<file path="config.mk">
export PLATFORM = sky130hd
export DESIGN_NAME = pcpi_issue_ctrl_flat
export DESIGN_NICKNAME = d
export VERILOG_FILES = /design/src/rtl/pcpi_ctrl_pkg.sv /design/src/rtl/pcpi_issue_ctrl_if.sv /design/src/rtl/pcpi_timeout_timer.sv /design/src/rtl/pcpi_issue_ctrl.sv /design/src/flat_wrapper.sv
export SDC_FILE = /design/constraint.sdc
export NUM_CORES = 1
export LEC_CHECK = 0
export ABC_AREA = 1
export CAP_MARGIN = 20
export CORE_ASPECT_RATIO = 1.5
export CORE_UTILIZATION = 40
export CTS_BUF_LIST = sky130_fd_sc_hd__clkbuf_2
export DETAILED_ROUTE_END_ITERATION = 8
export DONT_BUFFER_PORTS = 1
export PLACE_DENSITY = 0.59
export SYNTH_ARGS = -nofsm -noshare
export SYNTH_HDL_FRONTEND = slang
export SYNTH_SLANG_ARGS = --single-unit
</file>
<file path="constraint.sdc">
create_clock -name clk -period 4.2 [get_ports clk]
set_clock_uncertainty 0.2 [all_clocks]
set_input_delay 0.84 -clock clk [delete_from_list [all_inputs] [get_ports clk]]
set_output_delay 0.84 -clock clk [all_outputs]
set_load 0.01 [all_outputs]
</file>
<file path="src/rtl/pcpi_ctrl_pkg.sv">
// Shared types and widths for the nibble-serial PCPI issue controller.
package pcpi_ctrl_pkg;

  localparam int unsigned NIBBLE_W               = 4;
  localparam int unsigned WORD_W                 = 32;
  localparam int unsigned DEFAULT_TIMEOUT_CYCLES = 16;

  typedef enum logic [1:0] {
    ST_LOAD,
    ST_ISSUE,
    ST_UNLOAD
  } pcpi_state_e;

endpackage

</file>
<file path="src/rtl/pcpi_issue_ctrl_if.sv">
// Host-side nibble channels and coprocessor-side PCPI handshake for pcpi_issue_ctrl.
interface pcpi_issue_ctrl_if;
  import pcpi_ctrl_pkg::*;

  logic                nib_valid;
  logic [NIBBLE_W-1:0] nib_data;
  logic                nib_ack;
  logic                abort;
  logic                pcpi_valid;
  logic [WORD_W-1:0]   pcpi_insn;
  logic                pcpi_ready;
  logic                pcpi_wr;
  logic                pcpi_wait;
  logic [WORD_W-1:0]   pcpi_rd;
  logic [NIBBLE_W-1:0] res_nib;
  logic                res_valid;
  logic                res_ack;
  logic                busy;
  logic                done;
  logic                err_timeout;

  modport slave (
    input  nib_valid, nib_data, abort, pcpi_ready, pcpi_wr, pcpi_wait, pcpi_rd, res_ack,
    output nib_ack, pcpi_valid, pcpi_insn, res_nib, res_valid, busy, done, err_timeout
  );

  modport master (
    output nib_valid, nib_data, abort, pcpi_ready, pcpi_wr, pcpi_wait, pcpi_rd, res_ack,
    input  nib_ack, pcpi_valid, pcpi_insn, res_nib, res_valid, busy, done, err_timeout
  );
endinterface

</file>
<file path="src/rtl/pcpi_timeout_timer.sv">
// Counts consecutive run cycles; expired flags the cycle in which the count reaches TIMEOUT_CYCLES.
module pcpi_timeout_timer #(
  parameter int unsigned TIMEOUT_CYCLES = 16
) (
  input  logic clk,
  input  logic rst_n,
  input  logic run,
  input  logic clear,
  output logic expired
);
  localparam int unsigned CW = $clog2(TIMEOUT_CYCLES + 1);

  logic [CW-1:0] cnt;

  always_ff @(posedge clk or negedge rst_n) begin
    if (!rst_n) begin
      cnt <= '0;
    end else if (clear) begin
      cnt <= '0;
    end else if (run) begin
      cnt <= cnt + CW'(1);
    end
  end

  assign expired = run && (cnt == CW'(TIMEOUT_CYCLES - 1));
endmodule

</file>
<file path="src/rtl/pcpi_issue_ctrl.sv">
// Assembles a PCPI instruction from host nibbles, issues it, and streams any result back as nibbles.
module pcpi_issue_ctrl
  import pcpi_ctrl_pkg::*;
#(
  parameter int unsigned TIMEOUT_CYCLES = DEFAULT_TIMEOUT_CYCLES,
  parameter int unsigned NIBBLES        = WORD_W / NIBBLE_W
) (
  input logic              clk,
  input logic              rst_n,
  pcpi_issue_ctrl_if.slave bus
);
  localparam int unsigned      CNT_W    = $clog2(NIBBLES);
  localparam logic [CNT_W-1:0] LAST_NIB = CNT_W'(NIBBLES - 1);

  pcpi_state_e       state, state_nxt;
  logic [CNT_W-1:0]  nib_cnt, res_cnt;
  logic [WORD_W-1:0] insn_q, result_q;
  logic              nib_ack_q, done_q, err_q;
  logic              accept, capture, finish_nowr, res_adv, res_last, tmo_hit;
  logic              tmr_run, tmr_clear, expired;

  always_ff @(posedge clk or negedge rst_n) begin
    if (!rst_n) state <= ST_LOAD;
    else        state <= state_nxt;
  end

  // Priority: abort, then ready, then timeout.
  always_comb begin
    state_nxt   = state;
    accept      = 1'b0;
    capture     = 1'b0;
    finish_nowr = 1'b0;
    res_adv     = 1'b0;
    res_last    = 1'b0;
    tmo_hit     = 1'b0;
    if (bus.abort) begin
      state_nxt = ST_LOAD;
    end else begin
      case (state)
        ST_LOAD: begin
          if (bus.nib_valid) begin
            accept = 1'b1;
            if (nib_cnt == LAST_NIB) state_nxt = ST_ISSUE;
          end
        end
        ST_ISSUE: begin
          if (bus.pcpi_ready) begin
            if (bus.pcpi_wr) begin
              capture   = 1'b1;
              state_nxt = ST_UNLOAD;
            end else begin
              finish_nowr = 1'b1;
              state_nxt   = ST_LOAD;
            end
          end else if (expired) begin
            tmo_hit   = 1'b1;
            state_nxt = ST_LOAD;
          end
        end
        ST_UNLOAD: begin
          if (bus.res_ack) begin
            res_adv = 1'b1;
            if (res_cnt == LAST_NIB) begin
              res_last  = 1'b1;
              state_nxt = ST_LOAD;
            end
          end
        end
        default: state_nxt = ST_LOAD;
      endcase
    end
  end

  assign tmr_run   = (state == ST_ISSUE) && !bus.pcpi_wait;
  assign tmr_clear = (state != ST_ISSUE) || bus.pcpi_wait || bus.abort;

  pcpi_timeout_timer #(
    .TIMEOUT_CYCLES (TIMEOUT_CYCLES)
  ) u_timer (
    .clk     (clk),
    .rst_n   (rst_n),
    .run     (tmr_run),
    .clear   (tmr_clear),
    .expired (expired)
  );

  always_ff @(posedge clk or negedge rst_n) begin
    if (!rst_n) begin
      nib_cnt   <= '0;
      res_cnt   <= '0;
      insn_q    <= '0;
      result_q  <= '0;
      nib_ack_q <= 1'b0;
      done_q    <= 1'b0;
      err_q     <= 1'b0;
    end else begin
      nib_ack_q <= accept;
      done_q    <= finish_nowr || res_last;
      if (bus.abort) begin
        nib_cnt <= '0;
        res_cnt <= '0;
      end else begin
        if (accept) begin
          insn_q[NIBBLE_W*nib_cnt +: NIBBLE_W] <= bus.nib_data;
          nib_cnt <= (nib_cnt == LAST_NIB) ? '0 : nib_cnt + CNT_W'(1);
          if (nib_cnt == '0) err_q <= 1'b0;
        end
        if (tmo_hit) err_q <= 1'b1;
        if (capture) begin
          result_q <= bus.pcpi_rd;
          res_cnt  <= '0;
        end
        if (res_adv) res_cnt <= res_last ? '0 : res_cnt + CNT_W'(1);
      end
    end
  end

  assign bus.nib_ack     = nib_ack_q;
  assign bus.pcpi_valid  = (state == ST_ISSUE);
  assign bus.pcpi_insn   = insn_q;
  assign bus.res_valid   = (state == ST_UNLOAD);
  assign bus.res_nib     = bus.res_valid ? result_q[NIBBLE_W*res_cnt +: NIBBLE_W] : '0;
  assign bus.busy        = (state != ST_LOAD);
  assign bus.done        = done_q;
  assign bus.err_timeout = err_q;
endmodule

</file>
<file path="src/flat_wrapper.sv">
// flat-port wrapper written by rule: the top's interface ports become plain ports
module pcpi_issue_ctrl_flat import pcpi_ctrl_pkg::*;
#(
  parameter int unsigned TIMEOUT_CYCLES = DEFAULT_TIMEOUT_CYCLES,
  parameter int unsigned NIBBLES        = WORD_W / NIBBLE_W
)
  (clk, rst_n, bus_nib_valid, bus_nib_data, bus_abort, bus_pcpi_ready, bus_pcpi_wr, bus_pcpi_wait, bus_pcpi_rd, bus_res_ack, bus_nib_ack, bus_pcpi_valid, bus_pcpi_insn, bus_res_nib, bus_res_valid, bus_busy, bus_done, bus_err_timeout);
  pcpi_issue_ctrl_if bus_i ();
  input logic clk;
  input logic rst_n;
  input wire logic [$bits(bus_i.nib_valid)-1:0] bus_nib_valid;
  input wire logic [$bits(bus_i.nib_data)-1:0] bus_nib_data;
  input wire logic [$bits(bus_i.abort)-1:0] bus_abort;
  input wire logic [$bits(bus_i.pcpi_ready)-1:0] bus_pcpi_ready;
  input wire logic [$bits(bus_i.pcpi_wr)-1:0] bus_pcpi_wr;
  input wire logic [$bits(bus_i.pcpi_wait)-1:0] bus_pcpi_wait;
  input wire logic [$bits(bus_i.pcpi_rd)-1:0] bus_pcpi_rd;
  input wire logic [$bits(bus_i.res_ack)-1:0] bus_res_ack;
  output wire logic [$bits(bus_i.nib_ack)-1:0] bus_nib_ack;
  output wire logic [$bits(bus_i.pcpi_valid)-1:0] bus_pcpi_valid;
  output wire logic [$bits(bus_i.pcpi_insn)-1:0] bus_pcpi_insn;
  output wire logic [$bits(bus_i.res_nib)-1:0] bus_res_nib;
  output wire logic [$bits(bus_i.res_valid)-1:0] bus_res_valid;
  output wire logic [$bits(bus_i.busy)-1:0] bus_busy;
  output wire logic [$bits(bus_i.done)-1:0] bus_done;
  output wire logic [$bits(bus_i.err_timeout)-1:0] bus_err_timeout;
  assign bus_i.nib_valid = bus_nib_valid;
  assign bus_i.nib_data = bus_nib_data;
  assign bus_i.abort = bus_abort;
  assign bus_i.pcpi_ready = bus_pcpi_ready;
  assign bus_i.pcpi_wr = bus_pcpi_wr;
  assign bus_i.pcpi_wait = bus_pcpi_wait;
  assign bus_i.pcpi_rd = bus_pcpi_rd;
  assign bus_i.res_ack = bus_res_ack;
  assign bus_nib_ack = bus_i.nib_ack;
  assign bus_pcpi_valid = bus_i.pcpi_valid;
  assign bus_pcpi_insn = bus_i.pcpi_insn;
  assign bus_res_nib = bus_i.res_nib;
  assign bus_res_valid = bus_i.res_valid;
  assign bus_busy = bus_i.busy;
  assign bus_done = bus_i.done;
  assign bus_err_timeout = bus_i.err_timeout;
  pcpi_issue_ctrl #(.TIMEOUT_CYCLES(TIMEOUT_CYCLES), .NIBBLES(NIBBLES)) u_core (.clk(clk), .rst_n(rst_n), .bus(bus_i));
endmodule
</file>
## Yosys cells after proc, flatten, opt, wreduce, memory -nomap -nowiden

Cells that the tools add are included.

- Bits of input ports: 44
- Register bits after elaboration: 80
- Latch bits: 0
- RAM bits: 0
- Memory bits (read-only): 0
- Memories kept: 0
- Word-level logic and storage cells: 91

- Div/mod/pow operators: 0
- Order comparisons: 0
- Equality and inequality tests: 11
- Shift-type cells: 3
- Multipliers: 0
- Reductions and logical operators: 18
- Bitwise logic cells: 1
- Add/sub/neg operators: 4
- Mux-type cells: 45

Operators with widths:

| cell | number |
|---|---|
| $neg 5->34 | 1 |
| $shift 4x34->32 const A | 1 |
| $shiftx 4x34->32 | 1 |
| $bwmux 32 | 1 |
| $shiftx 32x6->4 | 1 |
| $mux 1 | 25 |
| $mux 3 | 7 |
| $mux 2 | 8 |
| $mux 5 | 2 |
| $reduce_bool 2->1 | 5 |
| $ne 3x3->1 const B | 3 |
| $add 3x1->3 const B | 2 |
| $eq 3x3->1 const B | 2 |
| $pmux 2 s3 | 1 |
| $add 5x1->5 const B | 1 |
| $eq 5x4->1 const B | 1 |
| $reduce_and 5->1 | 1 |
| $mux 4 | 1 |
| $ne 4x3->1 const B | 1 |
| $reduce_and 2->1 | 2 |
| $logic_not 3->1 | 1 |
| $logic_or 1x1->1 | 3 |
| $ne 3x2->1 const B | 1 |
| $reduce_and 3->1 | 1 |
| other kinds (8) | 9 |

## Depth between registers and ports, before layout

Gate-level depths: netlist of run 1.

- Word-level depth: 9
- Depth in mapped cells: 10
- Depth with buffers taken out: 9

## Cells and area by module

Synthesis of run 1 repeated with hierarchy kept, for this count alone.

- Cells, all modules: 487
- Area total of the unflattened synthesis: 4150.2 µm²

Modules (own cells, without submodules):

| module | cells each | area an instance (µm²) | instances | seq. area each (µm²) |
|---|---|---|---|---|
| pcpi_issue_ctrl | 454 | 3852.4 | 1 | 1876.8 |
| pcpi_timeout_timer | 33 | 297.8 | 1 | 125.1 |

## Worst setup path before layout of run 1

No wires, ideal clock.

- Kind: register to output
- Start: register u_core.res_cnt[0]
- End: output bus_res_nib[0]
- Required time: 3160 ps
- Data arrival time: 1196 ps
- Stages on the path, launching flop included: 8
- Setup slack: 1964 ps
- Cells stage by stage: dfrtp_1 buf_2 inv_1 buf_2 o21ai_0 nand2_1 nor2_1 nor2_1

- Longest elaborated chain between the ends: 2

Ends and longest elaborated chain:

| element | RTL line | source |
|---|---|---|
| start, declared | pcpi_issue_ctrl.sv:16 | `logic [CNT_W-1:0] nib_cnt, res_cnt;` |
| start signal, assigned | pcpi_issue_ctrl.sv:113 | `if (res_adv) res_cnt <= res_last ? '0 : res_cnt + CNT_W'(1);` |
| $shiftx 32x6->4 | pcpi_issue_ctrl.sv:122 | `assign bus.res_nib = bus.res_valid ? result_q[NIBBLE_W*res_cnt +: NIBBLE_W] : '0;` |
| $mux 4 | pcpi_issue_ctrl.sv:122 |  |
| end, declared | flat_wrapper.sv:22 | `output wire logic [$bits(bus_i.res_nib)-1:0] bus_res_nib;` |

No other way between the ends.

## Worst setup path in the final report of run 1

- Start: register u_core.res_cnt[0]
- End: output bus_res_nib[1]

The elaborated chain is that of the path after synthesis.

==> flow_summary.yaml, run 1 <==
floorplanning:
  die_area_sq_um: 9959
  rows: 43
  die_w_um: 81.82
  die_h_um: 121.7
  start_util: 0.4131
  ios: 86
  core_area_sq_um: 9254
clocking:
  cts-root-buf: "clkbuf_2"
  cts.sinks: 80
  worstSkewPairLatency_ns: 0.53
  path_clk_slew_ns: 0.21
  postCtsSetupBuffers: 0
  cts-htree-levels: 3
  cts_buffer_depth: 2
  numCtsBuffers: 9
  cts_tree: "built"
power:
  total_leakage_power_uw: 0.002085
  seqPwrFrac: 0.573
  p_sw_frac: 0.3314
  switchingPower_uw: 581.1
  ir_drop_mv: 0.2683
  combPwrFrac: 0.204
  power_density_nw_per_um2: 437.2
  p_int_uw: 1172
  share_clk_of_total_power: 0.224
synth:
  synth_edf_count: 0
  syn_inst: 479
  synth-seq-area-share: 0.5237
  synthArstFlopShare: 1.000
  synthFlopType: "dfrtp_1"
  ys_top_cells_by_count: "nand2_1 (123), dfrtp_1 (80), nor2_1 (61)"
  synth_area_leaders: "dfrtp_1 (52%), nand2_1 (12%), nor2_1 (6.0%)"
  yosys.area.top_type: "dfrtp_1"
  ys_types: 23
  synth_nets: 531
  syn_area_per_cell_sq_um: 7.980
  syn_area_sq_um: 3822
  ys_ff_latch: 80
  synth_most_common_cell: "nand2_1"
  synth_top_area_frac: 0.5237
  yosysWarnings: 0
flow_run:
  cap_violations: 0
drt:
  drtAntennaViolNets: 0
  drc: 0
  initialDrtViolationCount: 136
  dr.pass1.iters: 4
  wl_per_cell_um: 13.96
  routed_wl_um: 8225
  vias: 3023
  post_drt_via_cell_ratio: 5.132
cells_and_area:
  finalNonFillerCells: 589
  final_cell_area_sq_um: 4010
  antenna_cells: 0
  drive_gt1_frac: 0.05660
  syn_to_final_growth_pct: 4.910
  final_nets: 525
sta:
  rsz0062_at_grt: "no"
  setup-tns-final_ns: 0
  finalSetupViolCount: 0
  period_minus_slack_ns: 3.428
  final_hold_viol_count: 0
  tightestPinTransition_ns: 0.8062
  max_freq_mhz: 291.7
  period_share: 0.8161
  relSlewSlack: 0.4615
  slew_viol_final: 0
hold_path:
  hold_class: "primary input to flip-flop"
place:
  gp_congestion: 0.8407
  dp.cells: 572
  portBuffers: 0
  hpwlAfterDp_um: 6067
  post_dp_cell_area_sq_um: 3871
setup_path:
  arrival_ns: 2.39
  cp_max_fo: 19
  crit_path_end_kind: "primary output"
  rrSetupSlack_ns: 1.28
  crit_type: "flip-flop to primary output"
  start_kind: "flip-flop"
  required_ns: 3.16
global_routing:
  track_usage: 0.1761
  grt-ovfl-total: 0
  grt_pass1_wl_um: 13110
  antenna_found_initial: 0
  grt_max_degree: 81
  grt_pass1_vias: 2825
outcome:
  status: "complete, no violations"
-- state kept, by name, indices dropped and copies added (netlist names) --
name,flops
u_core.bus.pcpi_insn,32
u_core.result_q,32
u_core.u_timer.cnt,5
u_core.nib_cnt,3
u_core.res_cnt,3
u_core.state,2
u_core.bus.done,1
u_core.bus.err_timeout,1
u_core.bus.nib_ack,1
-- cell type report --
type,instances,area (sq um)
Timing Repair Buffer,2,37.54
Tap cell,112,140.1
Inverter,56,210.2
Multi-Input combinational cell,324,1519
Sequential cell,80,2002
Fill cell,941,5244
Clock inverter,4,46.29
Clock buffer,11,55.05
-- power groups by stage --
stage | Clock [uW] | Sequential [uW] | Combinational [uW]
6_report | 392 | 1000 | 357
5_1_grt | 436 | 1020 | 422
4_1_cts | 411 | 1010 | 361
3_5_place_dp | 0 | 1020 | 340
3_3_place_gp | 0 | 1020 | 332
2_1_floorplan | 0 | 993 | 291
-- per-layer routing --
metal  vias up  share of wire  track usage
met5         -              0            0
met4         0          0.024      0.08333
met3        18          0.064      0.05543
met2        88           0.53       0.3146
met1      1401           0.38       0.1806
li1       1516              -            -
-- layout by cell type (no fill, tap or decap), drive strengths merged --
| cell | instances |
|---|---|
| dlygate4sd3 | 1 |
| o31ai | 1 |
| inv | 56 |
| bufinv | 1 |
| clkinv | 2 |
| nor2 | 65 |
| xor2 | 1 |
| a21oi | 17 |
| clkinvlp | 1 |
| nand4 | 13 |
| nor3 | 6 |
| buf | 1 |
| o21ai | 40 |
| nand3b | 1 |
| dfrtp | 80 |
| clkbuf | 11 |
| nor3b | 1 |
| ha | 8 |
| nand3 | 48 |
| nand2 | 123 |
-- worst paths after layout --
check                                                end                   from  depth (start not counted)
worst max-delay path                      bus_res_nib[1]      u_core.res_cnt[0]                          6
worst min-delay path                     u_core.bus.done              bus_abort                          1
worst max register to register  u_core.bus.pcpi_insn[16]      u_core.nib_cnt[0]                          8
worst min register to register     u_core.u_timer.cnt[0]  u_core.u_timer.cnt[0]                          1
max in group asynchronous            u_core.result_q[17]                  rst_n                          2
min in group asynchronous        u_core.bus.pcpi_insn[0]                  rst_n                          2
-- critical path, cell delays in order, from the launching register on --
cell and delay, ns:
dfrtp_1 0.77, inv_1 0.43, nand2_1 0.15, nand3_1 0.08, nand3_1 0.12, nand2_1 0.06
nor2_1 0.24
-- cell families (layout without fill, tap and decap cells) --
group,Yosys count,after routing,share of synthesized area
simple gates,257,257,0.2923
compound gates,58,58,0.07660
xor+xnor,1,1,0.002292
buf+inv,75,73,0.07888
fa+ha+maj,8,8,0.02619
flops,80,80,0.5237
-- repair_timing --
action	4_1_cts	5_1_grt
gates resized for setup	0	0
hold buffers	2	0
hold endpoints to repair	80	0
-- through the flow --
step	power (uW)	utilization	hold WS, ns	worst slack [ns]
floorplan	1284	-	0.2329	1.964
global placement	1353	0.4183	0.2469	1.356
detailed placement	1364	0.4183	0.2583	1.361
CTS	1780	0.4333	0.08821	0.7142
global route	1883	0.4333	0.08594	0.4950
finish	1753	0.4333	0.1393	0.7722
Note: power is estimated with default switching activity, not from simulation.
==> run 2, diff against run 1 <==
Clock period 4.2 ns to 3.2 ns, I/O delays scaled along.
==> run 2 against run 1 <==
Effect of this change:
- clock-buffer cell count shrank 2
- cell area grew 8.0%
- largest cell class unchanged
- die area is the same
- flip-flop and latch count is the same
- largest power group unchanged
==> flow_summary.yaml, run 2 (synthesis gave the netlist of run 1 again) <==
cells_and_area:
  final_common_cell: "nand2_1"
  fillers: 924
  final_nets: 557
  antenna_cells: 0
  layout_common_cells: "nand2_1 (123), dfrtp_1 (80), nor2_1 (61), inv_1 (52), nand3_1 (45)"
  drive_gt1_frac: 0.06471
  post-route-util: 0.4680
  syn_to_final_growth_pct: 13.29
  finalNonFillerCells: 622
setup_path:
  cpPeakStageDelay_ns: 0.42
  critPathSlowestCell: "dfrtp_1"
  cp_max_fo: 19
  crit_chain: "buf_4 -> inv_1 -> o21ai_0 -> nand2_1 -> nor2_1 -> nor2_1"
  arrival_ns: 2.04
  crit_type: "flip-flop to primary output"
  start_kind: "flip-flop"
  crit_buf_inv: 2
  crit_top_cell: "nor2_1"
  crit_path_end_kind: "primary output"
  required_ns: 2.36
  crit_family: "buffers and inverters"
drt:
  drtAntennaViolNets: 0
  routed_wl_um: 8723
  drc: 0
  post_drt_via_cell_ratio: 5.000
  dr.pass1.iters: 4
  initialDrtViolationCount: 160
  wl_per_cell_um: 14.02
  vias: 3110
floorplanning:
  rows: 43
  die_h_um: 121.7
  die_area_sq_um: 9959
  core_area_sq_um: 9254
  ios: 86
  die_w_um: 81.82
  start_util: 0.4131
clocking:
  cts_buffer_depth: 2
  cts_hold_buf: 28
  cts.sinks: 80
  numCtsBuffers: 9
  cts_tree: "built"
  cts_resized: 0
  cts-htree-levels: 3
  postCtsSetupBuffers: 0
  worstSkewPairLatency_ns: 0.53
  cts-root-buf: "clkbuf_2"
  path_clk_slew_ns: 0.22
outcome:
  status: "complete, no violations"
place:
  hpwlAfterDp_um: 6169
  gp_congestion: 0.8853
  portBuffers: 0
  dp.cells: 577
sta:
  finalSetupViolCount: 0
  final_hold_viol_count: 0
  rsz0062_at_grt: "no"
  max_freq_mhz: 347.0
  period_minus_slack_ns: 2.882
  setup-tns-final_ns: 0
  relSlewSlack: 0.4651
  tightestPinTransition_ns: 0.7994
  period_share: 0.9007
  slew_viol_final: 0
global_routing:
  antenna_found_initial: 0
  grt_pass1_vias: 3156
  busiest_layer: "met2"
  track_usage: 0.1909
  grt_use_met1: 0.1991
  grt_pass1_wl_um: 14300
  grt_max_degree: 81
  met3_usage: 0.05468
  grt-ovfl-total: 0
  met2_usage: 0.3409
power:
  total_leakage_power_uw: 0.002229
  combPwrFrac: 0.214
  switchingPower_uw: 806.5
  p_total_uw: 2373
  p_sw_frac: 0.3399
  seqPwrFrac: 0.557
  p_int_uw: 1566
  power_density_nw_per_um2: 548.0
  ir_drop_mv: 0.3028
  share_clk_of_total_power: 0.229
hold_path:
  hold_class: "primary input to flip-flop"
flow_run:
  cap_violations: 0
run 2: cell count changes in the layout (fill, tap and decap cells not counted), sizes merged:
cell,previous run,this run
buf,1,6
dlygate4sd3,1,28
clkinv,2,3
clkbuf,11,9
inv,56,58
run 2: area by class of cell:
| type | instances | area (sq um) | area share |
|---|---|---|---|
| Inverter | 56 | 210.2 | 0.04854 |
| Sequential cell | 80 | 2002 | 0.4623 |
| Clock buffer | 9 | 45.04 | 0.01040 |
| Multi-Input combinational cell | 324 | 1519 | 0.3508 |
| Clock inverter | 7 | 68.82 | 0.01589 |
| Timing Repair Buffer | 34 | 345.3 | 0.07975 |
| Tap cell | 112 | 140.1 | 0.03236 |
run 2: per-stage QoR:
stage	cell area, sq um	setup slack (ns)	hold WS, ns
4_1_cts	4320	0.2316	0.005454
3_5_place_dp	3909	0.7044	0.1459
5_1_grt	4330	0.07427	0.002744
6_report	4330	0.3178	0.05181
2_1_floorplan	3822	1.164	0.1444
3_3_place_gp	3909	0.8380	0.1464
run 2: layer usage:
metal | vias up | routed length [um]
li1 | 1585 | -
met1 | 1419 | 3387
met2 | 88 | 4594
met3 | 18 | 540
met4 | 0 | 201
met5 | - | 0
run 2: worst register-to-register path: cells and delay by family (launching register included):
family / cells / cell delay (ns)
simple gates: 5 / 0.85
flops: 1 / 0.63
buf+inv: 2 / 0.42
fa+ha+maj: 2 / 0.41
run 2: worst paths after layout:
kind	startpoint	slack [ns]	depth (start not counted)	end
max reg2reg	u_core.nib_cnt[0]	0.61	9	u_core.bus.pcpi_insn[8]
max in group asynchronous	rst_n	2.01	2	u_core.state[0]
max	u_core.res_cnt[0]	0.32	6	bus_res_nib[3]
min in group asynchronous	rst_n	0.41	2	u_core.bus.pcpi_insn[26]
min reg2reg	u_core.u_timer.cnt[0]	0.28	1	u_core.u_timer.cnt[0]
min	bus_pcpi_rd[24]	0.05	2	u_core.result_q[24]
run 2: power by group through the flow:
| stage | logic [uW] | registers (uW) | clock network [uW] |
|---|---|---|---|
| 4_1_cts | 511 | 1320 | 571 |
| 2_1_floorplan | 381 | 1300 | 0 |
| 3_3_place_gp | 442 | 1340 | 0 |
| 3_5_place_dp | 458 | 1350 | 0 |
| 6_report | 507 | 1320 | 544 |
| 5_1_grt | 601 | 1350 | 611 |
==> run 3, diff against run 2 <==
Settings changed: CORE_MARGIN set to 2, MAX_ROUTING_LAYER set to met4.
==> run 3 against run 2 <==
Effect of this change:
- sequential power about the same
- non-clock buffer count up 4
- final cell count up 0.48%
- clock-buffer cell count up 1
- highest routed layer unchanged
==> flow_summary.yaml, run 3 (synthesis gave the netlist of run 1 again) <==
outcome:
  status: "complete, no violations"
global_routing:
  grt_pass1_vias: 3239
  grt_max_degree: 81
  track_usage: 0.1867
  antenna_found_initial: 0
  grt-ovfl-total: 0
  grt_pass1_wl_um: 14890
setup_path:
  required_ns: 2.36
  arrival_ns: 2.03
  start_kind: "flip-flop"
  crit_path_end_kind: "primary output"
  cp_max_fo: 19
  reg2reg_from: "u_core.nib_cnt[0]"
  crit_type: "flip-flop to primary output"
  critPathLaunch: "u_core.res_cnt[0]"
drt:
  post_drt_via_cell_ratio: 5.062
  vias: 3164
  wl_per_cell_um: 14.25
  drtAntennaViolNets: 0
  routed_wl_um: 8907
  initialDrtViolationCount: 124
  dr.pass1.iters: 4
  drc: 0
sta:
  period_minus_slack_ns: 2.874
  slew_viol_final: 0
  tightestPinTransition_ns: 0.7840
  max_freq_mhz: 348.0
  final_hold_viol_count: 0
  period_share: 0.8980
  relSlewSlack: 0.4754
  rsz0062_at_grt: "no"
  setup-tns-final_ns: 0
  finalSetupViolCount: 0
floorplanning:
  die_h_um: 123.7
  core_area_sq_um: 9254
  die_w_um: 83.82
  die_area_sq_um: 10370
  start_util: 0.4131
  rows: 43
  ios: 86
cells_and_area:
  register_area_sq_um: 2002
  final_nets: 561
  antenna_cells: 0
  layout_common_cells: "nand2_1 (123), dfrtp_1 (80), nor2_1 (61), inv_1 (52), nand3_1 (45)"
  final_cell_area_sq_um: 4382
  final_common_cell: "nand2_1"
  drive_gt1_frac: 0.05848
  syn_to_final_growth_pct: 14.63
  fillers: 931
  multiInputGateArea_sq_um: 1519
clocking:
  cts.sinks: 80
  postCtsSetupBuffers: 0
  cts-root-buf: "clkbuf_2"
  numCtsBuffers: 9
  worstSkewPairLatency_ns: 0.51
  cts-htree-levels: 3
  cts_resized: 0
  cts_buffer_depth: 2
  cts_tree: "built"
  path_clk_slew_ns: 0.20
power:
  power_density_nw_per_um2: 551.4
  ir_drop_mv: 0.3181
  total_leakage_power_uw: 0.002253
hold_path:
  min-delay-start: "bus_pcpi_rd[4]"
  hold_class: "primary input to flip-flop"
place:
  post_dp_cell_area_sq_um: 3901
  hpwlAfterDp_um: 6284
  gp_congestion: 0.8375
  portBuffers: 0
flow_run:
  cap_violations: 0
## run 3: metrics by stage
step | std cells | setup slack (ns) | utilization | power (uW) | hold slack (ns)
floorplan | 479 | 1.164 | - | 1685 | 0.1444
global placement | 576 | 0.8411 | 0.4216 | 1779 | 0.1468
detailed placement | 576 | 0.7388 | 0.4216 | 1797 | 0.1464
CTS | 623 | 0.2623 | 0.4713 | 2447 | 0.0003597
global route | 625 | 0.08419 | 0.4735 | 2584 | 0.01739
finish | 625 | 0.3263 | 0.4735 | 2416 | 0.07536
## run 3: cell type report
cell class,count,area share
sequential,80,0.4569
tap,112,0.03198
clock inverter,5,0.01656
timing repair buffer,38,0.08852
clock buffer,10,0.01142
multi-input combinational,324,0.3467
inverter,56,0.04797
## run 3: path summary, 6_finish.rpt
path	slack, ns	depth (start not counted)	to
worst min register to register	0.28	1	u_core.u_timer.cnt[0]
worst max register to register	0.68	9	u_core.bus.pcpi_insn[10]
worst max-delay path	0.33	6	bus_res_nib[1]
max in group asynchronous	2.02	2	u_core.result_q[16]
min in group asynchronous	0.47	2	u_core.bus.pcpi_insn[21]
worst min-delay path	0.08	2	u_core.result_q[4]
## run 3: repair_timing
item	4_1_cts	5_1_grt
endpoints found under the setup margin	0	0
hold buffers	32	2
hold endpoints to repair	109	2
## run 3: metal layers
layer | track usage | routed length, um | vias up
li1 | - | - | 1585
met1 | 0.1931 | 3445 | 1483
met2 | 0.3335 | 4954 | 88
met3 | 0.04771 | 421 | 8
met4 | 0.08669 | 85 | 0
met5 | - | 0 | -
## run 3: report_power, final
group	internal (uW)	switching [uW]
sequential	1200	110
combinational	184	329
clock	252	336
total	1640	775
## run 3: critical path, stage by stage (launching register included)
cell and delay, ns:
dfrtp_1 0.40, buf_4 0.19, inv_1 0.37, o21ai_0 0.20, nand2_1 0.10, nor2_1 0.04
nor2_1 0.23
